### config.mk
export PLATFORM = sky130hd
export DESIGN_NAME = regfile_multiport_sb_flat
export DESIGN_NICKNAME = d
export VERILOG_FILES = /design/src/rtl/regfile_multiport_sb_if.sv /design/src/rtl/regfile_multiport_sb.sv /design/src/flat_wrapper.sv
export SDC_FILE = /design/constraint.sdc
export NUM_CORES = 2
export LEC_CHECK = 0
export BUFFER_PORTS_ARGS = -buffer_cell sky130_fd_sc_hd__buf_4
export CAP_MARGIN = 10
export CORE_MARGIN = 2
export CORE_UTILIZATION = 50
export CTS_CLUSTER_SIZE = 24
export DETAILED_ROUTE_END_ITERATION = 10
export PLACE_DENSITY_LB_ADDON = 0.08
export SYNTH_ARGS = -nofsm -noshare
export SYNTH_HDL_FRONTEND = slang
export SYNTH_SLANG_ARGS = --single-unit
### constraint.sdc
create_clock -name CLK -period 3.93 [get_ports CLK]
set_clock_uncertainty 0.15 [all_clocks]
set_input_delay 0.393 -clock CLK [delete_from_list [all_inputs] [get_ports CLK]]
set_output_delay 0.393 -clock CLK [all_outputs]
set_load 0.03 [all_outputs]
### src/rtl/regfile_multiport_sb_if.sv
// -----------------------------------------------------------------------------
// regfile_multiport_sb_if
//
// Purpose: bundles the write-back, issue and read-port signals of the
// multiport register file with its busy-bit scoreboard.
//
// Parameters:
//   DATA_W   register width in bits
//   NUM_REGS register count (power of 2, >= 2)
//   NUM_RD   number of read ports (1..4)
//
// Signals:
//   wr_en / wr_addr / wr_data   write-back port (WB stage)
//   iss_en / iss_addr           issue port, marks destination busy (ID stage)
//   rd_addr                     packed read indices, port k at [k*ADDR_W +: ADDR_W]
//   rd_data                     packed read data, port k at [k*DATA_W +: DATA_W]
//   rd_busy                     per-port "write pending" flag
//   busy_cnt                    number of busy registers
//
// Modports:
//   master - pipeline side (drives wr/iss/rd_addr)
//   slave  - register file side
// -----------------------------------------------------------------------------
interface regfile_multiport_sb_if #(
  parameter int DATA_W   = 32,
  parameter int NUM_REGS = 32,
  parameter int NUM_RD   = 2
);
  localparam int ADDR_W = $clog2(NUM_REGS);

  logic                       wr_en;
  logic [ADDR_W-1:0]          wr_addr;
  logic [DATA_W-1:0]          wr_data;
  logic                       iss_en;
  logic [ADDR_W-1:0]          iss_addr;
  logic [NUM_RD*ADDR_W-1:0]   rd_addr;
  logic [NUM_RD*DATA_W-1:0]   rd_data;
  logic [NUM_RD-1:0]          rd_busy;
  logic [ADDR_W:0]            busy_cnt;

  modport master (
    output wr_en, wr_addr, wr_data,
    output iss_en, iss_addr,
    output rd_addr,
    input  rd_data, rd_busy, busy_cnt
  );

  modport slave (
    input  wr_en, wr_addr, wr_data,
    input  iss_en, iss_addr,
    input  rd_addr,
    output rd_data, rd_busy, busy_cnt
  );
endinterface

### src/rtl/regfile_multiport_sb.sv
// -----------------------------------------------------------------------------
// regfile_multiport_sb
//
// Purpose: general-purpose register file for the pipelined core with
// NUM_RD combinational read ports, one clocked write port, write-to-read
// bypass and a per-register busy scoreboard used by hazard detection.
//
// Ports:
//   CLK    clock, all state updates on the rising edge
//   RST_N  asynchronous active-low reset (clears registers, busy bits, count)
//   bus    regfile_multiport_sb_if.slave:
//            wr_en/wr_addr/wr_data  write-back (1-cycle write latency)
//            iss_en/iss_addr        mark destination busy at the next edge
//            rd_addr -> rd_data     combinational reads with bypass
//            rd_busy                busy bit of each read port's register,
//                                   masked by a same-cycle write-back
//            busy_cnt               registered popcount of the busy vector
//
// Optional feature (macro REGFILE_ZERO_REG_EN):
//   When defined, register 0 is hard-wired to zero: writes to it are dropped
//   (and never bypass) and issue to it never sets busy.
// -----------------------------------------------------------------------------
module regfile_multiport_sb #(
  parameter int DATA_W   = 32,
  parameter int NUM_REGS = 32,
  parameter int NUM_RD   = 2
) (
  input  logic                    CLK,
  input  logic                    RST_N,
  regfile_multiport_sb_if.slave   bus
);

  localparam int ADDR_W = $clog2(NUM_REGS);
  localparam int CNT_W  = ADDR_W + 1;

  // ---------------------------------------------------------------------------
  // Effective write / issue enables. With the zero register enabled, any
  // access to index 0 is squashed here so every downstream path (storage,
  // bypass, scoreboard, counter) sees it as if it never happened.
  // ---------------------------------------------------------------------------
  logic wr_eff;
  logic iss_eff;

  always_comb begin
    wr_eff  = bus.wr_en;
    iss_eff = bus.iss_en;
`ifdef REGFILE_ZERO_REG_EN
    if (bus.wr_addr == '0) begin
      wr_eff = 1'b0;
    end
    if (bus.iss_addr == '0) begin
      iss_eff = 1'b0;
    end
`endif
  end

  // ---------------------------------------------------------------------------
  // Register storage
  // ---------------------------------------------------------------------------
  logic [DATA_W-1:0] regs_q [NUM_REGS];
  logic [DATA_W-1:0] regs_d [NUM_REGS];

  always_comb begin
    for (int r = 0; r < NUM_REGS; r++) begin
      regs_d[r] = regs_q[r];
    end
    if (wr_eff) begin
      regs_d[bus.wr_addr] = bus.wr_data;
    end
`ifdef REGFILE_ZERO_REG_EN
    regs_d[0] = '0;
`endif
  end

  always_ff @(posedge CLK or negedge RST_N) begin
    if (!RST_N) begin
      for (int r = 0; r < NUM_REGS; r++) begin
        regs_q[r] <= '0;
      end
    end else begin
      for (int r = 0; r < NUM_REGS; r++) begin
        regs_q[r] <= regs_d[r];
      end
    end
  end

  // ---------------------------------------------------------------------------
  // Busy scoreboard. Set has priority over clear on the same index: the
  // issuing instruction is a newer producer than the one retiring.
  // ---------------------------------------------------------------------------
  logic [NUM_REGS-1:0] busy_q;
  logic [NUM_REGS-1:0] busy_d;
  logic [NUM_REGS-1:0] set_vec;
  logic [NUM_REGS-1:0] clr_vec;

  always_comb begin
    set_vec = '0;
    clr_vec = '0;
    if (iss_eff) begin
      set_vec[bus.iss_addr] = 1'b1;
    end
    if (wr_eff) begin
      clr_vec[bus.wr_addr] = 1'b1;
    end
    busy_d = set_vec | (busy_q & ~clr_vec);
  end

  always_ff @(posedge CLK or negedge RST_N) begin
    if (!RST_N) begin
      busy_q <= '0;
    end else begin
      busy_q <= busy_d;
    end
  end

  // ---------------------------------------------------------------------------
  // Busy counter, maintained incrementally rather than by a full popcount.
  // With one set and one clear port, the busy vector can gain at most one bit
  // and lose at most one bit per edge:
  //   inc: issue to a register that is not yet busy
  //   dec: write-back to a busy register that is not simultaneously re-issued
  // Both together cancel. Because inc/dec mirror exactly the bit changes of
  // busy_q, the count stays in 0..NUM_REGS and cannot wrap.
  // ---------------------------------------------------------------------------
  logic [CNT_W-1:0] busy_cnt_q;
  logic [CNT_W-1:0] busy_cnt_d;
  logic             cnt_inc;
  logic             cnt_dec;

  always_comb begin
    cnt_inc    = iss_eff && !busy_q[bus.iss_addr];
    cnt_dec    = wr_eff && busy_q[bus.wr_addr] &&
                 !(iss_eff && (bus.iss_addr == bus.wr_addr));
    busy_cnt_d = busy_cnt_q;
    if (cnt_inc && !cnt_dec) begin
      busy_cnt_d = busy_cnt_q + CNT_W'(1);
    end else if (!cnt_inc && cnt_dec) begin
      busy_cnt_d = busy_cnt_q - CNT_W'(1);
    end
  end

  always_ff @(posedge CLK or negedge RST_N) begin
    if (!RST_N) begin
      busy_cnt_q <= '0;
    end else begin
      busy_cnt_q <= busy_cnt_d;
    end
  end

  assign bus.busy_cnt = busy_cnt_q;

  // ---------------------------------------------------------------------------
  // Read ports. Each port compares against the write-back index on its own,
  // so any number of ports may bypass the same write in the same cycle.
  // A bypassed read also reports not-busy, matching the data it returns.
  // Issue in the current cycle is deliberately invisible until the next edge.
  // ---------------------------------------------------------------------------
  logic [ADDR_W-1:0]        rd_idx  [NUM_RD];
  logic [DATA_W-1:0]        rd_val  [NUM_RD];
  logic [NUM_RD-1:0]        rd_hit;
  logic [NUM_RD-1:0]        rd_busy_w;
  logic [NUM_RD*DATA_W-1:0] rd_data_w;

  for (genvar gi = 0; gi < NUM_RD; gi++) begin : g_rd
    assign rd_idx[gi]    = bus.rd_addr[gi*ADDR_W +: ADDR_W];
    assign rd_hit[gi]    = wr_eff && (bus.wr_addr == rd_idx[gi]);
    assign rd_val[gi]    = rd_hit[gi] ? bus.wr_data : regs_q[rd_idx[gi]];
    assign rd_busy_w[gi] = busy_q[rd_idx[gi]] && !rd_hit[gi];
  end

  always_comb begin
    rd_data_w = '0;
    for (int k = 0; k < NUM_RD; k++) begin
      rd_data_w[k*DATA_W +: DATA_W] = rd_val[k];
    end
  end

  assign bus.rd_data = rd_data_w;
  assign bus.rd_busy = rd_busy_w;

endmodule
### src/flat_wrapper.sv
// flat-port wrapper written by rule: the top's interface ports become plain ports
module regfile_multiport_sb_flat 
#(
  parameter int DATA_W   = 32,
  parameter int NUM_REGS = 32,
  parameter int NUM_RD   = 2
)
  (CLK, RST_N, bus_wr_en, bus_wr_addr, bus_wr_data, bus_iss_en, bus_iss_addr, bus_rd_addr, bus_rd_data, bus_rd_busy, bus_busy_cnt);
  regfile_multiport_sb_if #(.DATA_W(DATA_W), .NUM_REGS(NUM_REGS), .NUM_RD(NUM_RD)) bus_i ();
  input  logic CLK;
  input  logic RST_N;
  input wire logic [$bits(bus_i.wr_en)-1:0] bus_wr_en;
  input wire logic [$bits(bus_i.wr_addr)-1:0] bus_wr_addr;
  input wire logic [$bits(bus_i.wr_data)-1:0] bus_wr_data;
  input wire logic [$bits(bus_i.iss_en)-1:0] bus_iss_en;
  input wire logic [$bits(bus_i.iss_addr)-1:0] bus_iss_addr;
  input wire logic [$bits(bus_i.rd_addr)-1:0] bus_rd_addr;
  output wire logic [$bits(bus_i.rd_data)-1:0] bus_rd_data;
  output wire logic [$bits(bus_i.rd_busy)-1:0] bus_rd_busy;
  output wire logic [$bits(bus_i.busy_cnt)-1:0] bus_busy_cnt;
  assign bus_i.wr_en = bus_wr_en;
  assign bus_i.wr_addr = bus_wr_addr;
  assign bus_i.wr_data = bus_wr_data;
  assign bus_i.iss_en = bus_iss_en;
  assign bus_i.iss_addr = bus_iss_addr;
  assign bus_i.rd_addr = bus_rd_addr;
  assign bus_rd_data = bus_i.rd_data;
  assign bus_rd_busy = bus_i.rd_busy;
  assign bus_busy_cnt = bus_i.busy_cnt;
  regfile_multiport_sb #(.DATA_W(DATA_W), .NUM_REGS(NUM_REGS), .NUM_RD(NUM_RD)) u_core (.CLK(CLK), .RST_N(RST_N), .bus(bus_i));
endmodule
# Yosys cells after proc, flatten, opt, wreduce, memory -nomap -nowiden
# Cells that the tools add are included.
op_classes:
  mux: 27
  eq_ne: 3
  n_reduce_logical: 20
  bitwise: 6
  n_addsub: 2
  n_lt_le_gt_ge: 10
ops:
  columns: ["cell", "count"]
  rows:
  - ["$bwmux W1024", 1]
  - ["$bmux W32 S5", 2]
  - ["$mux W32", 9]
  - ["$demux W32 S5", 1]
  - ["$and A32 B32 Y32", 1]
  - ["$not A32 Y32", 1]
  - ["$or A32 B32 Y32", 1]
  - ["$lt A5 B6 Y1 const B", 4]
  - ["$bmux W1 S5", 4]
  - ["$ge A6 B6 Y1 const B", 3]
  - ["$not A5 Y6", 3]
  - ["$eq A5 B5 Y1", 3]
  - ["$logic_and A1 B1 Y1", 13]
  - ["$mux W6", 2]
  - ["$demux W1 S5", 2]
  - ["$ge A5 B1 Y1 const B", 2]
  - ["$add A6 B1 Y6 const B", 1]
  - ["$logic_not A1 Y1", 6]
  - ["$lt A6 B1 Y1 const B", 1]
  - ["$mux W1", 6]
  - ["$sub A6 B1 Y6 const B", 1]
  - ["$reduce_bool A2 Y1", 1]
totals:
  elab_cells: 102
  output_inout_bits: 72
  in_bits: 56
  register_bits: 1062

# Longest topological paths before layout
depth:
  ltp_word: 8
  ltp_mapped: 15
  ltp_nobuf: 13

# Worst setup path before layout
# Ideal clock, no wire load.
synth_timing:
  kind: "in2reg"
  start: "in bus_iss_addr[0]"
  end: "reg u_core.busy_cnt_q[5] (netlist: u_core.bus.busy_cnt[5])"
  stages: 14
  setup_time_ns: 0.080
  path_buffers: 2
  path_slack_ns: 0.147
  arrival_time_ns: 3.552
  required_ns: 3.700
  path_cell_list: "clkbuf_1 -> clkbuf_1 -> mux4_2 -> a22oi_1 -> o211ai_1 -> a21oi_1 -> ha_1 -> inv_1 -> ha_1 -> a21o_1 -> a21oi_1 -> or4_1 -> nand3_1 -> xor2_1"
synth_between:
  elab_chain_cells: 7
  word_cells_on_any_way: 14
  classes_between: "eq/ne (1); mux (3); reduce/logical (10)"
synth_rtl:
  columns: ["item", "line_no", "text"]
  rows:
  - ["start, declared", "flat_wrapper.sv:16", "input wire logic [$bits(bus_i.iss_addr)-1:0] bus_iss_addr;"]
  - ["$bmux W1 S5 / $eq A5 B5 Y1 (equally long branches)", "regfile_multiport_sb.sv:131, regfile_multiport_sb.sv:133", null]
  - ["$mux W1 (implied by the code) / $logic_and A1 B1 Y1 (equally long branches)", "regfile_multiport_sb.sv:131, regfile_multiport_sb.sv:133", null]
  - ["$logic_not A1 Y1 (on tied branches)", "regfile_multiport_sb.sv:131, regfile_multiport_sb.sv:133", null]
  - ["$logic_and A1 B1 Y1 (on tied branches)", "regfile_multiport_sb.sv:131, regfile_multiport_sb.sv:132", null]
  - ["$logic_not A1 Y1 (on tied branches)", "regfile_multiport_sb.sv:137, regfile_multiport_sb.sv:135", null]
  - ["$logic_and A1 B1 Y1 (on tied branches)", "regfile_multiport_sb.sv:137, regfile_multiport_sb.sv:135", null]
  - ["$reduce_bool A2 Y1 (no line) / $mux W6 (equally long branches)", null, null]
  - ["end signal, assigned", "regfile_multiport_sb.sv:146", "busy_cnt_q <= busy_cnt_d;"]
  - ["end, declared", "regfile_multiport_sb.sv:125", "logic [CNT_W-1:0] busy_cnt_q;"]
# Parallel ways exist; a longest one is shown, timed or not. The select of a mux whose other input is x is not followed.
# A chain may end at the register's enable or synchronous reset.

# Worst setup path in the final report
layout_timing:
  start: "in bus_rd_addr[2]"
  end: "out bus_rd_data[28]"
layout_between:
  elab_chain_cells: 5
  word_cells_on_any_way: 7
  classes_between: "eq/ne (1); mux (4); bitwise (1); reduce/logical (1)"
layout_rtl:
  columns: ["item", "line_no", "text"]
  rows:
  - ["start, declared", "flat_wrapper.sv:17", "input wire logic [$bits(bus_i.rd_addr)-1:0] bus_rd_addr;"]
  - ["$not A5 Y6 (implied by the code)", "regfile_multiport_sb.sv:167", "assign rd_val[gi] = rd_hit[gi] ? bus.wr_data : regs_q[rd_idx[gi]];"]
  - ["$bmux W32 S5", "regfile_multiport_sb.sv:167", null]
  - ["$mux W32 (implied by the code) (2 in series)", "regfile_multiport_sb.sv:167", null]
  - ["$mux W32 *", "regfile_multiport_sb.sv:167", null]
  - ["end, declared", "flat_wrapper.sv:18", "output wire logic [$bits(bus_i.rd_data)-1:0] bus_rd_data;"]
# Every way passes the cells marked *; elsewhere a longest branch is shown, timed or not. The select of a mux whose other input is x is not followed.

==> flow_summary.ini <==
[run_status]
status = finished, final reports clean

[logic_synthesis]
synth_seq_cells = 1062
seq_area_frac_synth = 0.470
synth_top_cell_by_area = dfrtp_1
synth.distinct_cells = 45
synth.area.top_cells = dfrtp_1 (47%), mux4_2 (22%), mux2_2 (15%)
syn_area_um2 = 56500
avgSynthCellArea_um2 = 15.3
synth-simple-area-share = 0.0235
syn_inst = 3697
ys_warn_count = 0
synth_top_family_by_area = multiplexers
synth_fp_nets = 3759
synthMuxAreaShare = 0.424
yosys.area_share.adder = 0.00146
synthXorXnorAreaFrac = 0.00310
synth_top_cell_area_share = 0.470
synth_compound_area_frac = 0.0411

[die]
fp.coreArea_um2 = 112000
initial_core_util = 0.503
std_cell_rows = 123
die_width_um = 340
io_pins = 128
die_h_um = 340
die-area_um2 = 116000

[worst_setup_path]
crit_path_max_incr_delay_ns = 0.64
critical_path_class = input port to primary output
cp-start-kind = input port
required_ns = 3.39
cp_slowest_cell = or4_1
arrival_ns = 2.84
cp_common_cell = buf_4
path_cells = buf_4, or3_2, buf_4, o22ai_1, or4_1, o21ai_1, buf_4
end_kind = primary output
crit_fanout = 14

[flow_run]
max-cap-violations = 0

[placed_design]
gp_congestion = 0.873
io_buffers = 127
hpwl_mm = 103

[timing]
max_slew_margin = 0.236
finalMaxSlewViolations = 0
fmax_mhz = 296
fin_crit_ns = 3.38
rsz0062_at_grt = no
tightest_slew_ns = 1.14
finalSetupTns_ns = 0
hold_viol = 0
fin_crit_sh = 0.860
setup_violations = 0
hold_slack_ns = 0.0440

[clock_tree]
cts_max_path_buffers = 3
cts.sinks = 1062
clk_pin_slew_ns = 0.06
cts_tree = built
post-cts-setup-buffer-count = 0
insertion_delay_ns = 0.72
h-tree-depth = 3
cts_buffers = 118
clockRootBuffer = clkbuf_16

[route]
vias = 36916
vias_per_cell = 6.95
drt_wl_total_mm = 187
dr.pass1.iters = 7
antenna_left = 0
first_iter_violations = 3491
drc = 0
wl_per_cell_um = 35.1

[global_route]
gr-usage-met1 = 0.429
grt_max_degree = 129
antenna_found_initial = 2
track_usage = 0.324
gr-max-usage-layer = met2
grt_pass1_wl_mm = 273
gr-total-overflow = 0
grtUsageMet2 = 0.534
gr-usage-met3 = 0.0561
grt_pass1_vias = 39371

[cells_and_area]
syn_to_final_growth_pct = 13.2
drive_above_1_share = 0.479
fin_nets = 3773

[power_and_ir_drop]
fin_total_pwr_uw = 33700
peakVddDrop_mv = 0.366
pwr_density_cell_nw_per_um2 = 527
p_leak_uw = 0.0275

[worst_hold_path]
holdCritPathClass = input port to flip-flop
path summary, 6_finish.rpt:
check                      depth (start not counted)                endpoint  slack (ns)                    from
max in group asynchronous                          4      u_core.regs_q[871]        2.28                   RST_N
hold reg to reg                                    1  u_core.bus.busy_cnt[5]        0.32  u_core.bus.busy_cnt[5]
setup reg to reg                                  11  u_core.bus.busy_cnt[5]        0.60       u_core.busy_q[31]
min in group asynchronous                          2      u_core.regs_q[250]        0.09                   RST_N
setup / recovery                                   7         bus_rd_data[28]        0.55          bus_rd_addr[2]
hold / removal                                     2       u_core.regs_q[82]        0.04         bus_wr_data[18]
stage by stage:
stage	cells	setup WS [ns]	util	area, um^2
floorplan	3697	0.147	-	56500
global placement	5068	0.338	0.530	59500
finish	5313	0.549	0.569	64000
detailed placement	5068	0.348	0.530	59500
CTS	5312	0.581	0.569	63900
global route	5312	0.477	0.569	63900
flip-flops by register name, summed over array words and instances, names as in the netlist:
register,count
u_core.busy_q,32
u_core.bus.busy_cnt,6
u_core.regs_q,1024
repair_timing:
| action | CTS | global route |
|---|---|---|
| hold buffers | 23 | 0 |
| endpoints found under the hold margin | 316 | 0 |
| gates resized for setup | 0 | 0 |
critical path: cells and delay by family:
kind,cells,cell delay [ns]
compound gates,2,0.33
simple gates,2,1.27
buf+inv,3,0.81
cells in the mapped netlist:
master,instances
o22ai_1,253
o21ai_0,37
or3b_1,1
fa_1,1
nand3_1,9
dfrtp_1,1062
mux2_2,751
o211ai_1,1
inv_1,6
or2_2,1
mux2_1,273
a31oi_1,2
a22oi_1,2
o21ai_1,63
buf_4,24
nor2b_1,5
nor3b_1,6
or2_1,1
buf_1,31
or3_1,2
buf_2,145
nand3b_1,13
nor3_1,2
or3b_2,2
and3b_1,2
xor2_1,15
nand2_1,91
nor2_1,25
a21o_1,2
a21oi_1,5
mux2i_1,3
nor3b_2,3
a211oi_1,1
nand2b_1,2
nor4_1,5
buf_6,34
ha_1,5
mux4_2,550
or4_1,64
xnor2_1,5
a41o_1,1
nand4_1,1
a22o_1,17
clkbuf_1,169
and3_1,4
cell usage in the layout (no fill, tap or decap), types with 9 or more instances in the layout:
cell type | netlist | final
mux4_2 | 550 | 550
bufinv_16 | 0 | 14
dlygate4sd3_1 | 0 | 23
xor2_1 | 15 | 15
nand2_4 | 0 | 12
nand2_2 | 0 | 9
o21ai_1 | 63 | 63
clkbuf_1 | 169 | 21
buf_12 | 0 | 67
clkbuf_8 | 0 | 32
nor2_1 | 25 | 9
mux2_2 | 751 | 751
or4_1 | 64 | 64
clkbuf_16 | 0 | 122
clkinv_2 | 0 | 25
nor2_4 | 0 | 16
nand3b_1 | 13 | 13
dfrtp_1 | 1062 | 1062
o21ai_0 | 37 | 37
a22o_1 | 17 | 17
nand2_1 | 91 | 70
buf_4 | 24 | 202
mux2_1 | 273 | 273
o22ai_1 | 253 | 253
cells by family after synthesis:
| group | after synthesis |
|---|---|
| muxes | 1577 |
| DFF | 1062 |
| and+or+nand+nor | 239 |
| xor gates and xnor gates | 20 |
| AOI/OAI and AO/OA | 384 |
| buffers and inverters | 409 |
| adders and majority gates | 6 |
cell type report:
type | count | area [um^2]
fillers | 8739 | 48400
multi-input cells | 2226 | 28100
flip-flops and latches | 1062 | 26600
clock buffers | 175 | 3570
repair buffers | 297 | 3160
well taps | 1500 | 1880
clock inverters | 46 | 624
inverters | 6 | 22.5
diodes | 1 | 2.50
report_power, final:
group | switching [uW] | internal [uW] | leakage [uW]
Combinational | 2920 | 4160 | 0.0119
Clock | 4700 | 7180 | 0.00208
Sequential | 1640 | 13100 | 0.0136
Total | 9260 | 24500 | 0.0275
routing by layer:
| layer | up-vias | part of all wire |
|---|---|---|
| li1 | 14570 | - |
| met1 | 20154 | 0.40 |
| met2 | 1747 | 0.49 |
| met3 | 443 | 0.070 |
| met4 | 2 | 0.044 |
| met5 | - | 0.000059 |
No activity file was read; power rests on OpenSTA's default activity.
